## src/rtl/uart_rx_pkg.sv

```systemverilog
// Shared types and constants for the parametrised UART receiver.
// Holds the FSM state encoding and the prescale legalisation helper.
package uart_rx_pkg;

    typedef enum logic [2:0] {IDLE, START, DATA, PARITY, STOP} state_t;

    localparam logic PARITY_EVEN = 1'b0;
    localparam logic PARITY_ODD  = 1'b1;

    localparam int unsigned PRESCALE_8  = 8;
    localparam int unsigned PRESCALE_16 = 16;
    localparam int unsigned PRESCALE_32 = 32;

    // Anything other than 16 or 32 runs at 8x oversampling.
    function automatic int unsigned eff_prescale(input int unsigned p);
        if (p == PRESCALE_16 || p == PRESCALE_32) return p;
        return PRESCALE_8;
    endfunction

endpackage

```

## src/rtl/uart_rx_fsm_param_if.sv

```systemverilog
// Serial line, runtime configuration and result strobes of the UART receiver.
// The receiver is the slave; the line driver and consumer side is the master.
interface uart_rx_fsm_param_if #(
    parameter int DATA_WIDTH = 8,
    parameter int PRESCALE_W = 6
);
    logic                  RX_IN;
    logic [PRESCALE_W-1:0] prescale;
    logic                  parity_enable;
    logic                  parity_type;
    logic                  stop_bits;
    logic [DATA_WIDTH-1:0] P_DATA;
    logic                  data_valid;
    logic                  parity_error;
    logic                  stop_error;
    logic                  busy;

    modport master (
        output RX_IN, prescale, parity_enable, parity_type, stop_bits,
        input  P_DATA, data_valid, parity_error, stop_error, busy
    );

    modport slave (
        input  RX_IN, prescale, parity_enable, parity_type, stop_bits,
        output P_DATA, data_valid, parity_error, stop_error, busy
    );
endinterface

```

## src/rtl/uart_rx_data_sampler.sv

```systemverilog
// 3-sample majority voter around mid-bit (edges P/2-1, P/2, P/2+1).
// sample_done strobes on edge P/2+1 so the caller registers the vote by P/2+2.
module uart_rx_data_sampler #(
    parameter int PRESCALE_W = 6
) (
    input  logic                  clk,
    input  logic                  rst,
    input  logic                  active,
    input  logic [PRESCALE_W-1:0] edge_cnt,
    input  logic [PRESCALE_W-1:0] p,
    input  logic                  rx,
    output logic                  maj_bit,
    output logic                  sample_done
);
    logic [PRESCALE_W-1:0] half;
    logic                  s0, s1;

    assign half = p >> 1;

    always_ff @(posedge clk) begin
        if (rst) begin
            s0 <= 1'b0;
            s1 <= 1'b0;
        end else if (active) begin
            if (edge_cnt == half - PRESCALE_W'(1)) s0 <= rx;
            if (edge_cnt == half)                  s1 <= rx;
        end
    end

    // Third sample is the live line value on the voting edge.
    assign maj_bit     = (s0 & s1) | (s0 & rx) | (s1 & rx);
    assign sample_done = active && (edge_cnt == half + PRESCALE_W'(1));

endmodule

```

## src/rtl/uart_rx_fsm_param.sv

```systemverilog
// UART receive controller: start/data/parity/stop FSM with oversampled majority sampling.
// Result strobes appear P*(frame bits) cycles after the start-bit detect; no backpressure.
module uart_rx_fsm_param
    import uart_rx_pkg::*;
#(
    parameter int DATA_WIDTH = 8,
    parameter int PRESCALE_W = 6
) (
    input  logic                clk_based_on_prescale,
    input  logic                asy_reset,
    uart_rx_fsm_param_if.slave  rx
);
    localparam int BIT_W = $clog2(DATA_WIDTH + 5);

    state_t                  state, state_n;
    logic [PRESCALE_W-1:0]   edge_cnt, p_lat;
    logic [BIT_W-1:0]        bit_cnt;
    logic                    par_en_lat, par_type_lat, stop2_lat;
    logic [DATA_WIDTH-1:0]   shreg;
    logic                    samp_bit, maj_bit, sample_done;
    logic                    par_err, stop_err;
    logic                    eob, detect, last_data, last_bit, frame_done, stop_bad, par_exp;

    uart_rx_data_sampler #(.PRESCALE_W(PRESCALE_W)) u_sampler (
        .clk         (clk_based_on_prescale),
        .rst         (asy_reset),
        .active      (state != IDLE),
        .edge_cnt    (edge_cnt),
        .p           (p_lat),
        .rx          (rx.RX_IN),
        .maj_bit     (maj_bit),
        .sample_done (sample_done)
    );

    // Bit 0 is the start bit, so data bits occupy bit_cnt 1..DATA_WIDTH.
    assign eob        = (state != IDLE) && (edge_cnt == p_lat - PRESCALE_W'(1));
    assign detect     = (state == IDLE) && !rx.RX_IN;
    assign last_data  = (bit_cnt == BIT_W'(DATA_WIDTH));
    assign last_bit   = (bit_cnt == BIT_W'(DATA_WIDTH + 1) + BIT_W'(par_en_lat) + BIT_W'(stop2_lat));
    assign frame_done = (state == STOP) && eob && last_bit;
    assign stop_bad   = stop_err | ~samp_bit;
    assign par_exp    = (^shreg) ^ (par_type_lat == PARITY_ODD);
    assign rx.busy    = (state != IDLE);

    always_ff @(posedge clk_based_on_prescale) begin
        if (asy_reset) state <= IDLE;
        else           state <= state_n;
    end

    always_comb begin
        state_n = state;
        case (state)
            IDLE:    if (!rx.RX_IN) state_n = START;
            START:   if (eob) state_n = samp_bit ? IDLE : DATA;
            DATA:    if (eob && last_data) state_n = par_en_lat ? PARITY : STOP;
            PARITY:  if (eob) state_n = STOP;
            STOP:    if (eob && last_bit) state_n = IDLE;
            default: state_n = IDLE;
        endcase
    end

    always_ff @(posedge clk_based_on_prescale) begin
        if (asy_reset) begin
            edge_cnt        <= '0;
            bit_cnt         <= '0;
            p_lat           <= PRESCALE_W'(PRESCALE_8);
            par_en_lat      <= 1'b0;
            par_type_lat    <= 1'b0;
            stop2_lat       <= 1'b0;
            shreg           <= '0;
            samp_bit        <= 1'b0;
            par_err         <= 1'b0;
            stop_err        <= 1'b0;
            rx.P_DATA       <= '0;
            rx.data_valid   <= 1'b0;
            rx.parity_error <= 1'b0;
            rx.stop_error   <= 1'b0;
        end else begin
            rx.data_valid   <= 1'b0;
            rx.parity_error <= 1'b0;
            rx.stop_error   <= 1'b0;

            if (detect) begin
                edge_cnt     <= PRESCALE_W'(1);
                bit_cnt      <= '0;
                p_lat        <= PRESCALE_W'(eff_prescale(32'(rx.prescale)));
                par_en_lat   <= rx.parity_enable;
                par_type_lat <= rx.parity_type;
                stop2_lat    <= rx.stop_bits;
                par_err      <= 1'b0;
                stop_err     <= 1'b0;
            end else if (state == IDLE) begin
                edge_cnt <= '0;
                bit_cnt  <= '0;
            end else if (eob) begin
                edge_cnt <= '0;
                bit_cnt  <= bit_cnt + BIT_W'(1);
            end else begin
                edge_cnt <= edge_cnt + PRESCALE_W'(1);
            end

            if (sample_done) samp_bit <= maj_bit;

            // Right shift so the first (LSB) data bit ends up at bit 0.
            if (state == DATA && eob) shreg <= {samp_bit, shreg[DATA_WIDTH-1:1]};
            if (state == PARITY && eob && samp_bit != par_exp) par_err <= 1'b1;
            if (state == STOP && eob && !samp_bit) stop_err <= 1'b1;

            if (frame_done) begin
                rx.parity_error <= par_err;
                rx.stop_error   <= stop_bad;
                if (!par_err && !stop_bad) begin
                    rx.data_valid <= 1'b1;
                    rx.P_DATA     <= shreg;
                end
            end
        end
    end

endmodule

```

## src/flat_wrapper.sv

```systemverilog
// flat-port wrapper written by rule: the top's interface ports become plain ports
module uart_rx_fsm_param_flat import uart_rx_pkg::*;
#(
    parameter int DATA_WIDTH = 8,
    parameter int PRESCALE_W = 6
)
  (clk_based_on_prescale, asy_reset, rx_RX_IN, rx_prescale, rx_parity_enable, rx_parity_type, rx_stop_bits, rx_P_DATA, rx_data_valid, rx_parity_error, rx_stop_error, rx_busy);
  uart_rx_fsm_param_if #(.DATA_WIDTH(DATA_WIDTH), .PRESCALE_W(PRESCALE_W)) rx_i ();
  input  logic clk_based_on_prescale;
  input  logic asy_reset;
  input wire logic [$bits(rx_i.RX_IN)-1:0] rx_RX_IN;
  input wire logic [$bits(rx_i.prescale)-1:0] rx_prescale;
  input wire logic [$bits(rx_i.parity_enable)-1:0] rx_parity_enable;
  input wire logic [$bits(rx_i.parity_type)-1:0] rx_parity_type;
  input wire logic [$bits(rx_i.stop_bits)-1:0] rx_stop_bits;
  output wire logic [$bits(rx_i.P_DATA)-1:0] rx_P_DATA;
  output wire logic [$bits(rx_i.data_valid)-1:0] rx_data_valid;
  output wire logic [$bits(rx_i.parity_error)-1:0] rx_parity_error;
  output wire logic [$bits(rx_i.stop_error)-1:0] rx_stop_error;
  output wire logic [$bits(rx_i.busy)-1:0] rx_busy;
  assign rx_i.RX_IN = rx_RX_IN;
  assign rx_i.prescale = rx_prescale;
  assign rx_i.parity_enable = rx_parity_enable;
  assign rx_i.parity_type = rx_parity_type;
  assign rx_i.stop_bits = rx_stop_bits;
  assign rx_P_DATA = rx_i.P_DATA;
  assign rx_data_valid = rx_i.data_valid;
  assign rx_parity_error = rx_i.parity_error;
  assign rx_stop_error = rx_i.stop_error;
  assign rx_busy = rx_i.busy;
  uart_rx_fsm_param #(.DATA_WIDTH(DATA_WIDTH), .PRESCALE_W(PRESCALE_W)) u_core (.clk_based_on_prescale(clk_based_on_prescale), .asy_reset(asy_reset), .rx(rx_i));
endmodule
```

## config.mk

```make
export PLATFORM = sky130hd
export DESIGN_NAME = uart_rx_fsm_param_flat
export DESIGN_NICKNAME = d
export VERILOG_FILES = /design/src/rtl/uart_rx_pkg.sv /design/src/rtl/uart_rx_fsm_param_if.sv /design/src/rtl/uart_rx_data_sampler.sv /design/src/rtl/uart_rx_fsm_param.sv /design/src/flat_wrapper.sv
export SDC_FILE = /design/constraint.sdc
export NUM_CORES = 1
export LEC_CHECK = 0
export ABC_AREA = 1
export CAP_MARGIN = 20
export CORE_MARGIN = 3
export CORE_UTILIZATION = 45
export DETAILED_ROUTE_END_ITERATION = 8
export GPL_TIMING_DRIVEN = 0
export HOLD_SLACK_MARGIN = 0.03
export PLACE_DENSITY = 0.65
export SETUP_SLACK_MARGIN = 0.02
export SLEW_MARGIN = 40
export SYNTH_ARGS = -nofsm -noshare
export SYNTH_HDL_FRONTEND = slang
export SYNTH_HIERARCHICAL = 1
export SYNTH_SLANG_ARGS = --single-unit
```

## constraint.sdc

```tcl
create_clock -name clk_based_on_prescale -period 2 [get_ports clk_based_on_prescale]
set_input_delay 0.3 -clock clk_based_on_prescale [delete_from_list [all_inputs] [get_ports clk_based_on_prescale]]
set_output_delay 0.3 -clock clk_based_on_prescale [all_outputs]
set_load 0.02 [all_outputs]
```

# [Word-level counts from Yosys, hierarchy flattened]
# Cells that the tools add are included.
[op_classes] addsub=7 n_eq_ne=18 mux=20 bitwise_logic=9 n_reduce_logical=29
[op_table] cell="6-bit equality test" n=3
[op_table] cell="3-bit two-way mux" n=6
[op_table] cell="3-bit case mux with 5 select lines" n=1
[op_table] cell="1-bit logical AND" n=12
[op_table] cell="6-bit two-way mux" n=2
[op_table] cell="1-bit two-way mux" n=10
[op_table] cell="8-bit XOR reduction" n=1
[op_table] cell="5-bit by 1-bit adder with 6-bit output, second input constant" n=1
[op_table] cell="6-bit by 1-bit adder with 6-bit output, second input constant" n=1
[op_table] cell="3-bit by 2-bit equality test with 1-bit output, second input constant" n=2
[op_table] cell="6-bit by 5-bit equality test with 1-bit output" n=1
[op_table] cell="6-bit by 5-bit equality test with 1-bit output, second input constant" n=1
[op_table] cell="6-bit equality test, second input constant" n=1
[op_table] cell="2-bit by 1-bit != test with 1-bit output, second input constant" n=3
[op_table] cell="2-bit AND reduction" n=3
[op_table] cell="5-bit by 1-bit subtractor with 6-bit output, second input constant" n=1
[op_table] cell="6-bit by 1-bit subtractor with 6-bit output, second input constant" n=1
[op_table] cell="5-bit AND reduction" n=1
[op_table] cell="4-bit by 1-bit adder with 4-bit output" n=1
[op_table] cell="4-bit by 1-bit adder with 4-bit output, first input constant" n=1
[op_table] cell="4-bit by 1-bit adder with 4-bit output, second input constant" n=1
[op_table] cell="4-bit equality test" n=1
[op_table] cell="4-bit equality test, second input constant" n=1
[op_table] cell="1-bit logical NOT" n=4
[op_table] cell="other kinds (16)" n=23
[word_totals] register_bits=46 in_bits=12 elab_cells=101

# [Longest topological paths before layout]
# Gate-level depths: netlist of the first run.
[logic_depth] depth_word=7 depth_mapped=15

# [Hierarchy]
# Netlist of the first run, hierarchy kept.
[by_module_without_submodules] module="uart_rx_fsm_param" instances=1 cells_each=300 area_per_inst_um2=2110.8 seq_area_each_um2=880.8
[by_module_without_submodules] module="uart_rx_data_sampler" instances=1 cells_each=95 area_per_inst_um2=457.9 seq_area_each_um2=40.0

# [Worst setup path before layout of the first run]
# No wires, ideal clock.
[synth_timing] path_type="flip-flop to flip-flop" from="reg u_core.p_lat[1]" to="reg u_core.rx.P_DATA[0]" setup_time_ns=0.132 t_arrival_ns=1.703 required_ns=1.868 slack_ns=0.165 path_stages_with_launch=12 period_less_slack_ns=1.835 path_cell_list="dfxtp_1 -> inv_1 -> ha_1 -> xnor2_1 -> nor2_1 -> nand3_1 -> nor2_4 -> and3_1 -> buf_6 -> nand2_4 -> nand2_1 -> a21oi_1"
[synth_between] elab_chain_cells=6
[synth_rtl] item="from (decl)" line_no="uart_rx_fsm_param.sv:16" source="logic [PRESCALE_W-1:0] edge_cnt, p_lat;"
[synth_rtl] item="from (signal assigned)" line_no="uart_rx_fsm_param.sv:66" source="p_lat <= PRESCALE_W'(PRESCALE_8);"
[synth_rtl] item="from (signal assigned)" line_no="uart_rx_fsm_param.sv:86" source="p_lat <= PRESCALE_W'(eff_prescale(32'(rx.prescale)));"
[synth_rtl] item="6-bit by 1-bit subtractor with 6-bit output" line_no="uart_rx_fsm_param.sv:36" source="assign eob = (state != IDLE) && (edge_cnt == p_lat - PRESCALE_W'(1));"
[synth_rtl] item="6-bit equality test" line_no="uart_rx_fsm_param.sv:36"
[synth_rtl] item="1-bit logical AND" line_no="uart_rx_fsm_param.sv:36"
[synth_rtl] item="1-bit logical AND (2 in series)" line_no="uart_rx_fsm_param.sv:40" source="assign frame_done = (state == STOP) && eob && last_bit;"
[synth_rtl] item="2-bit AND reduction (no line)"
[synth_rtl] item="to (signal assigned)" line_no="uart_rx_fsm_param.sv:114" source="rx.P_DATA <= shreg;"
[synth_rtl] item="to (decl)" line_no="uart_rx_fsm_param_if.sv:25" source="output P_DATA, data_valid, parity_error, stop_error, busy"
# Every way passes these cells.
# A chain may end at the register's enable or synchronous reset.

# [Worst setup path after layout of the first run]
[layout_timing] from="reg u_core.p_lat[1]" to="reg u_core.rx.P_DATA[4]"
# The elaborated chain is that of the path after synthesis.

==> metrics.md, run 1 <==
| Metric | Value |
|---|---|
| Setup TNS | `0 ns` |
| CP startpoint kind | `register` |
| Critical Path Fanout Max | `8` |
| Class of the worst hold path | `register to register` |
| Psw | `0.000935 W` |
| Drt initial violations | `150` |
| Num ports | `24` |
| Total of max-cap violations | `0` |
| CP max stage cell | `dfxtp_4` |
| 1st-pass router iterations | `4` |
| Routed wire length | `5850 µm` |
| Pleak | `1.38 nW` |
| Top delay family on crit path | `simple AND/OR/NAND/NOR gates` |
| Terminus of the critical flop-to-flop path | `u_core/rx.P_DATA[4]` |
| Vias after detailed routing | `2502` |
| Distinct cells, synth | `32` |
| CP arrival | `2.09 ns` |
| Hold wc startpoint | `u_core/rx.P_DATA[4]` |
| Initial antenna violation count | `0` |
| Worst Path Buf+Inv | `2` |
| Drt drc | `0` |
| Detail Placement HPWL | `4220 µm` |
| Fin. Hold Viols | `0` |
| PortBufs | `23` |
| Net Count, Synth | `414` |
| Power density over the cells | `779 nW/µm²` |
| Die height | `81.6 µm` |
| Crit path time final | `1.92 ns` |
| WL per Instance | `11.6 µm` |
| Sequential-to-total area share from yosys stat | `35.8%` |
| Post-Syn Area per Cell | `6.50 µm²` |
| Switching Share | `37.9%` |
| Num CTS Buffers | `5` |
| R2r setup slk | `0.08 ns` |
| Worst path max stage delay | `0.37 ns` |
| Synth Register Bits | `46` |
| Die area | `6650 µm²` |
| Antenna diodes | `0` |
| Slew HR | `45.9%` |
| Clock Skews | `0.00316 ns` |
| Crit end category | `register` |
| Cell at the root of the clock tree | `clkbuf_8` |
| Fmax achieved | `522 MHz` |
| Slew Limit Fails | `0` |
| CTS tree | `done` |
| Worst slew pin tran | `0.808 ns` |
| Clk Latency, worst-skew pair | `0.30 ns` |
| Hold path cells | `2` |
| Gr ovfl total | `0` |
| Hold Slack | `0.464 ns` |
| Layout cell share with drive strength beyond 1 | `13.6%` |
| Internal power | `0.00153 W` |
| Clk sinks | `46` |
| CP startpoint | `u_core/p_lat[1]` |
| Clock transition at the registers of the reported paths | `0.09 ns` |
| First-pass GRT wire length | `9580 µm` |
| Syn. warnings | `6` |
| Combinational share of power | `32.6%` |
| Initial Util | `48.4%` |
| Fillers | `537` |
| Worst EP required | `2.18 ns` |
| Area added between synthesis and finish | `23.2%` |
| Critical path class | `register to register` |
| Synthesized cell area | `2570 µm²` |
| Row cnt | `26` |
| CORE AREA | `5300 µm²` |
| Clk buf depth | `2` |
| Reg2reg path depth | `11` |
| GP Congestion | `0.830` |
| Run status | `complete, no violations` |
| RSZ-0062 raised after global routing | `true` |
| # H-tree levels | `2` |
| DR vias/cell | `4.96` |
| Die Wd | `81.6 µm` |
| Nets | `452` |
| Final worst path period share | `95.9%` |
| Worst IR drop on VDD | `0.567 mV` |
| Antenna violation net count after detailed routing | `0` |
| Clock share of power | `23.0%` |
| Sequential share of power | `44.4%` |
| Total Routing Usage GR | `18.5%` |
| Reg2reg start | `u_core/p_lat[1]` |
| # setup viols final | `0` |
| Post-Synthesis Cells | `395` |
| Vias in the first global route | `2133` |
| Pin count of the biggest net entering global routing | `16` |
| Hold EP | `u_core/rx.P_DATA[4]` |
| Critical path cell sequence | `inv_4, ha_4, xnor2_1, nor2_1, nand3_2, nor2_4, and3_4, buf_8, nand2_8, nand2_2, a21oi_2` |
-- power groups by stage --
stage	Sequential [W]	Clock (W)	Combinational, W
floorplan	0.00108	0	0.000613
global placement	0.00111	0	0.000764
global route	0.00111	0.000631	0.000921
finish	0.00110	0.000566	0.000805
CTS	0.00109	0.000600	0.000773
detailed placement	0.00111	0	0.000775
-- area by class of cell --
type	instances	area [µm²]	area share (%)
Multi-Input combinational cell	283	1490	47.0
Sequential cell	46	931	29.4
Timing Repair Buffer	31	307	9.68
Inverter	61	233	7.35
Tap cell	70	87.6	2.77
Clock buffer	5	68.8	2.17
Buffer	5	31.3	0.988
Clock inverter	3	21.3	0.672
-- state kept, by name, summed over array words and instances (netlist names) --
| register | count |
|---|---|
| u_core/u_sampler/s0 | 1 |
| u_core/par_err | 1 |
| u_core/state | 3 |
| u_core/stop2_lat | 1 |
| u_core/rx.parity_error | 1 |
| u_core/bit_cnt | 4 |
| u_core/u_sampler/s1 | 1 |
| u_core/rx.stop_error | 1 |
| u_core/edge_cnt | 6 |
| u_core/rx.P_DATA | 8 |
| u_core/shreg | 8 |
| u_core/stop_err | 1 |
| u_core/par_type_lat | 1 |
| u_core/rx.data_valid | 1 |
| u_core/samp_bit | 1 |
| u_core/p_lat | 6 |
| u_core/par_en_lat | 1 |
-- layer usage --
layer	vias to the layer above	global-route usage [%]	part of all wire, %
li1	1316	-	-
met1	1145	26.0	51
met2	37	28.3	45
met3	4	4.06	3.9
met4	0	5.24	0.29
met5	-	0	0
-- layout by cell type, fill, tap and decap left out, types with 2 or more instances in the layout --
cell	instances
nand3_2	2
xor2_1	7
xnor2_1	10
nor3b_1	2
inv_2	6
clkbuf_8	5
buf_4	7
dfxtp_2	5
inv_1	53
nor2_1	53
nand2_1	94
clkbuf_1	2
nand4_1	3
nor2_2	2
nand2_2	8
o21ai_0	16
clkdlybuf4s50_1	22
ha_4	2
dfxtp_1	40
clkinv_2	2
nand3_1	34
nor3_2	5
ha_1	5
a21oi_2	2
a21oi_1	23
nor3_1	4
or2_2	2
-- stage by stage --
step / setup WS, ns / utilization (%) / std cells / cell area, µm² / total power (W)
4_1_cts: 0.0498 / 56.9 / 500 / 3020 / 0.00246
3_3_place_gp: -0.0947 / 54.4 / 488 / 2890 / 0.00188
5_1_grt: -0.0136 / 59.7 / 504 / 3170 / 0.00266
6_report: 0.0828 / 59.7 / 504 / 3170 / 0.00247
2_1_floorplan: 0.165 / - / 395 / 2570 / 0.00169
3_5_place_dp: -0.116 / 54.4 / 488 / 2890 / 0.00189
-- worst min-delay path, stage by stage, from the launching register on --
cell	delay, ns
dfxtp_1	0.33
nand2_2	0.06
a21oi_2	0.04
-- Yosys cell counts --
master	count	area [µm²]
inv_2	3	11.3
inv_1	57	214
dfxtp_1	46	921
o311ai_1	1	8.76
nor2_2	1	6.26
buf_1	1	3.75
nor3_1	7	35.0
ha_1	7	87.6
or2_2	2	12.5
nand4_1	3	18.8
clkinv_1	1	3.75
xnor2_1	10	87.6
nand2_4	1	11.3
nand2_2	1	6.26
nand3b_1	1	7.51
nor3b_1	2	15.0
nand2_1	102	383
o211ai_1	1	7.51
nor2_4	1	11.3
buf_6	1	11.3
xor2_1	7	61.3
clkbuf_1	2	7.51
and3_1	1	6.26
nor2_1	54	203
o31ai_1	1	7.51
a21oi_2	1	8.76
nor4_1	1	6.26
a21oi_1	24	120
o21ai_0	16	80.1
nor3_2	2	20.0
buf_2	1	5.00
nand3_1	36	180
-- worst max path at each step --
| stage | end | cells past startpoint |
|---|---|---|
| finish | u_core/rx.P_DATA[4] | 11 |
| global route | u_core/samp_bit | 11 |
| CTS | u_core/rx.P_DATA[2] | 11 |
| detailed placement | u_core/shreg[7] | 10 |
| global placement | u_core/shreg[7] | 10 |
| floorplan | u_core/rx.P_DATA[0] | 11 |
-- cells by family (layout without fill, tap and decap cells) --
kind of cell | after synthesis | after routing | synth area share [%]
AO/OA/AOI/OAI | 44 | 44 | 9.06
XOR/XNOR | 17 | 17 | 5.80
adder cells (fa/ha/maj) | 7 | 7 | 3.41
buffers and inverters | 66 | 105 | 9.99
flip-flops | 46 | 46 | 35.8
AND/OR/NAND/NOR | 215 | 215 | 35.9
-- what timing repair did --
item / in CTS / in global routing
setup buffers: 4 / 3
hold buffers: 0 / 0
cloned: 0 / 1
setup endpoints to repair: 25 / 30
pin swaps: 2 / 9
resized for setup: 8 / 27
Power figures use the tool's default switching activity.
==> run 2: changes to the inputs <==
--- a/config.mk
+++ b/config.mk
@@ -5,13 +5,12 @@
 export SDC_FILE = /design/constraint.sdc
 export NUM_CORES = 1
 export LEC_CHECK = 0
-export ABC_AREA = 1
 export CAP_MARGIN = 20
 export CORE_MARGIN = 3
 export CORE_UTILIZATION = 45
 export DETAILED_ROUTE_END_ITERATION = 8
 export GPL_TIMING_DRIVEN = 0
-export HOLD_SLACK_MARGIN = 0.03
+export HOLD_SLACK_MARGIN = 0.02
 export PLACE_DENSITY = 0.65
 export SETUP_SLACK_MARGIN = 0.02
 export SLEW_MARGIN = 40
==> run 2 against run 1 <==
Sequential power decreased by 15%. Non-clock buffer count increased by 24. Worst hold slack improved by 0.0032 ns. The flow now finishes with violations (setup timing). Global-route usage increased by 3.9 points. Synthesized cell count decreased by 23%. Highest routed layer unchanged. Critical path type unchanged.
==> metrics.md, run 2 <==
| Metric | Value |
|---|---|
| Run status | `finished, violations left` |
| Failing checks | `setup timing` |
| Combinational share of power | `10.5%` |
| Post-synth top area cell | `dfxtp_1` |
| CORE AREA | `5300 µm²` |
| GP Congestion | `0.845` |
| Slew HR | `60.2%` |
| Gr ovfl total | `0` |
| Antenna diodes | `0` |
| Sequential-to-total area share from yosys stat | `35.8%` |
| RSZ-0062 raised after global routing | `true` |
| PortBufs | `23` |
| # setup viols final | `17` |
| Pin count of the biggest net entering global routing | `16` |
| Setup slack after layout | `-0.0745 ns` |
| Clk buf depth | `2` |
| Slew Limit Fails | `0` |
| Top-count cell post-synth | `dfxtp_1` |
| Class of the worst hold path | `register to register` |
| Synthesized cell area | `2570 µm²` |
| Row cnt | `26` |
| Clock share of power | `34.5%` |
| Distinct cells, synth | `51` |
| Die area | `6650 µm²` |
| Total Routing Usage GR | `22.3%` |
| Antenna violation net count after detailed routing | `0` |
| Post-Place Worst Slack | `-0.341 ns` |
| Most common cell after layout, fill and taps aside | `dfxtp_1` |
| EDFF count, synth | `0` |
| Final Core Density | `66.5%` |
| # H-tree levels | `2` |
| Cell at the root of the clock tree | `clkbuf_8` |
| First-pass GRT wire length | `11400 µm` |
| Total power | `0.00170 W` |
| Clk Latency, worst-skew pair | `0.31 ns` |
| Fin. Hold Viols | `0` |
| Net Count, Synth | `324` |
| 1st-pass router iterations | `5` |
| Post-Syn Area per Cell | `8.43 µm²` |
| Fmax achieved | `482 MHz` |
| Clock Skews | `0.0125 ns` |
| Die Wd | `81.6 µm` |
| Detail Placement HPWL | `4630 µm` |
| Switching Share | `26.7%` |
| CP arrival | `2.29 ns` |
| Final worst path period share | `104%` |
| Hold Slack | `0.467 ns` |
| Crit path time final | `2.07 ns` |
| Clock transition at the registers of the reported paths | `0.10 ns` |
| Fin cells | `421` |
| Commonest cells after routing, fill and taps aside | `dfxtp_1, a21oi_1, clkdlybuf4s50_1` |
| Initial Util | `48.5%` |
| Area added between synthesis and finish | `37.1%` |
| Syn. warnings | `6` |
| Num CTS Buffers | `5` |
| Synth area leaders | `dfxtp_1, xnor2_1, o31ai_1` |
| Post-Synthesis Cells | `305` |
| Drt drc | `0` |
| Critical path class | `register to register` |
| Top cells by instance count after synthesis | `dfxtp_1, a21oi_1, nand4_1` |
| Worst slew pin tran | `0.597 ns` |
| Die height | `81.6 µm` |
| Nets | `369` |
| Crit end category | `register` |
| Dpl cells | `399` |
| DR vias/cell | `5.91` |
| Layout cell share with drive strength beyond 1 | `27.4%` |
| Num ports | `24` |
| Ys async rst share | `0%` |
| CTS tree | `done` |
| CP startpoint kind | `register` |
| Initial antenna violation count | `0` |
| Worst EP required | `2.21 ns` |
| Power density over the cells | `483 nW/µm²` |
| Post-CTS Hold Fix Bufs | `0` |
| Vias after detailed routing | `2488` |
| Worst IR drop on VDD | `0.376 mV` |
| Synth Register Bits | `46` |
| WL per Instance | `17.2 µm` |
| Critical Path Fanout Max | `7` |
| Routed wire length | `7240 µm` |
| Clk sinks | `46` |
| Most used DFF post-synth | `dfxtp_1` |
| Synth top area share | `35.8%` |
| Total of max-cap violations | `0` |
| Psw | `0.000454 W` |
| Internal power | `0.00125 W` |
| Pleak | `1.16 nW` |
| Top flop regs | `u_core/rx.P_DATA x8, u_core/shreg x8` |
| Sequential share of power | `55.0%` |
| Drt initial violations | `176` |
| Vias in the first global route | `2310` |
run 2: cell types whose count changed after synthesis, sizes merged, moves of 5 or more:
cell / previous run / this run
buf: 3 / 10
clkbuf: 2 / 12
inv: 60 / 12
nand2: 104 / 17
nand3: 36 / 13
nand4: 3 / 21
nor2: 56 / 19
o21ai: 16 / 7
o31ai: 1 / 20
or4: 0 / 5
xnor2: 10 / 18
xor2: 7 / 13
run 2: power groups by stage:
stage | logic, W | registers (W) | clock network, W
detailed placement | 0.000156 | 0.000956 | 0
finish | 0.000179 | 0.000938 | 0.000587
global placement | 0.000152 | 0.000956 | 0
floorplan | 0.0000993 | 0.000953 | 0
CTS | 0.000162 | 0.000939 | 0.000602
global route | 0.000197 | 0.000940 | 0.000642
run 2: worst max-delay path, stage by stage, from the launching register on:
cell       delay [ns]
dfxtp_4          0.38
or4_4            0.56
o21a_4           0.23
o2111ai_4        0.32
buf_4            0.19
nor2_4           0.05
a32o_1           0.25
run 2: repair_timing:
item | CTS | global route
pin swaps | 4 | 12
buffers inserted | 11 | 6
gates resized for setup | 55 | 37
setup endpoints to repair | 36 | 35
cloned | 0 | 1
run 2: final timing paths:
check | cells past startpoint | slack [ns] | start | end
worst min-delay path | 2 | 0.47 | u_core/par_en_lat | u_core/par_en_lat
worst max register to register | 6 | -0.07 | u_core/p_lat[2] | u_core/par_err
worst min register to register | 2 | 0.47 | u_core/par_en_lat | u_core/par_en_lat
worst max-delay path | 6 | -0.07 | u_core/p_lat[2] | u_core/par_err
run 2: metal layers:
| metal | track usage [%] | share of wire [%] |
|---|---|---|
| met5 | 0 | 0 |
| met4 | 6.98 | 2.3 |
| met3 | 4.50 | 5.7 |
| met2 | 35.4 | 46 |
| met1 | 30.5 | 46 |
run 2: kinds of logic after synthesis:
| group | Yosys count | share of synthesized area [%] |
|---|---|---|
| compound gates | 69 | 18.2 |
| xor+xnor | 32 | 11.4 |
| fa+ha+maj | 8 | 3.80 |
| buf+inv | 34 | 5.50 |
| flops | 46 | 35.8 |
| mux | 3 | 1.17 |
| simple gates | 113 | 24.1 |
run 2: area by class of cell:
class                      instances  area [µm²]
buffer                            18         140
multi-input combinational        225        1820
clock buffer                       5        68.8
inverter                          12        45.0
sequential                        46         946
timing repair buffer              42         400
fill                             428        1780
clock inverter                     3        21.3
tap                               70        87.6
run 2: through the flow:
step	instance area, µm²	setup TNS [ns]
2_1_floorplan	2580	0
3_3_place_gp	2900	-10.77
3_5_place_dp	2910	-7.66
4_1_cts	3270	-0.0618
5_1_grt	3520	-2.35
6_report	3520	-0.320
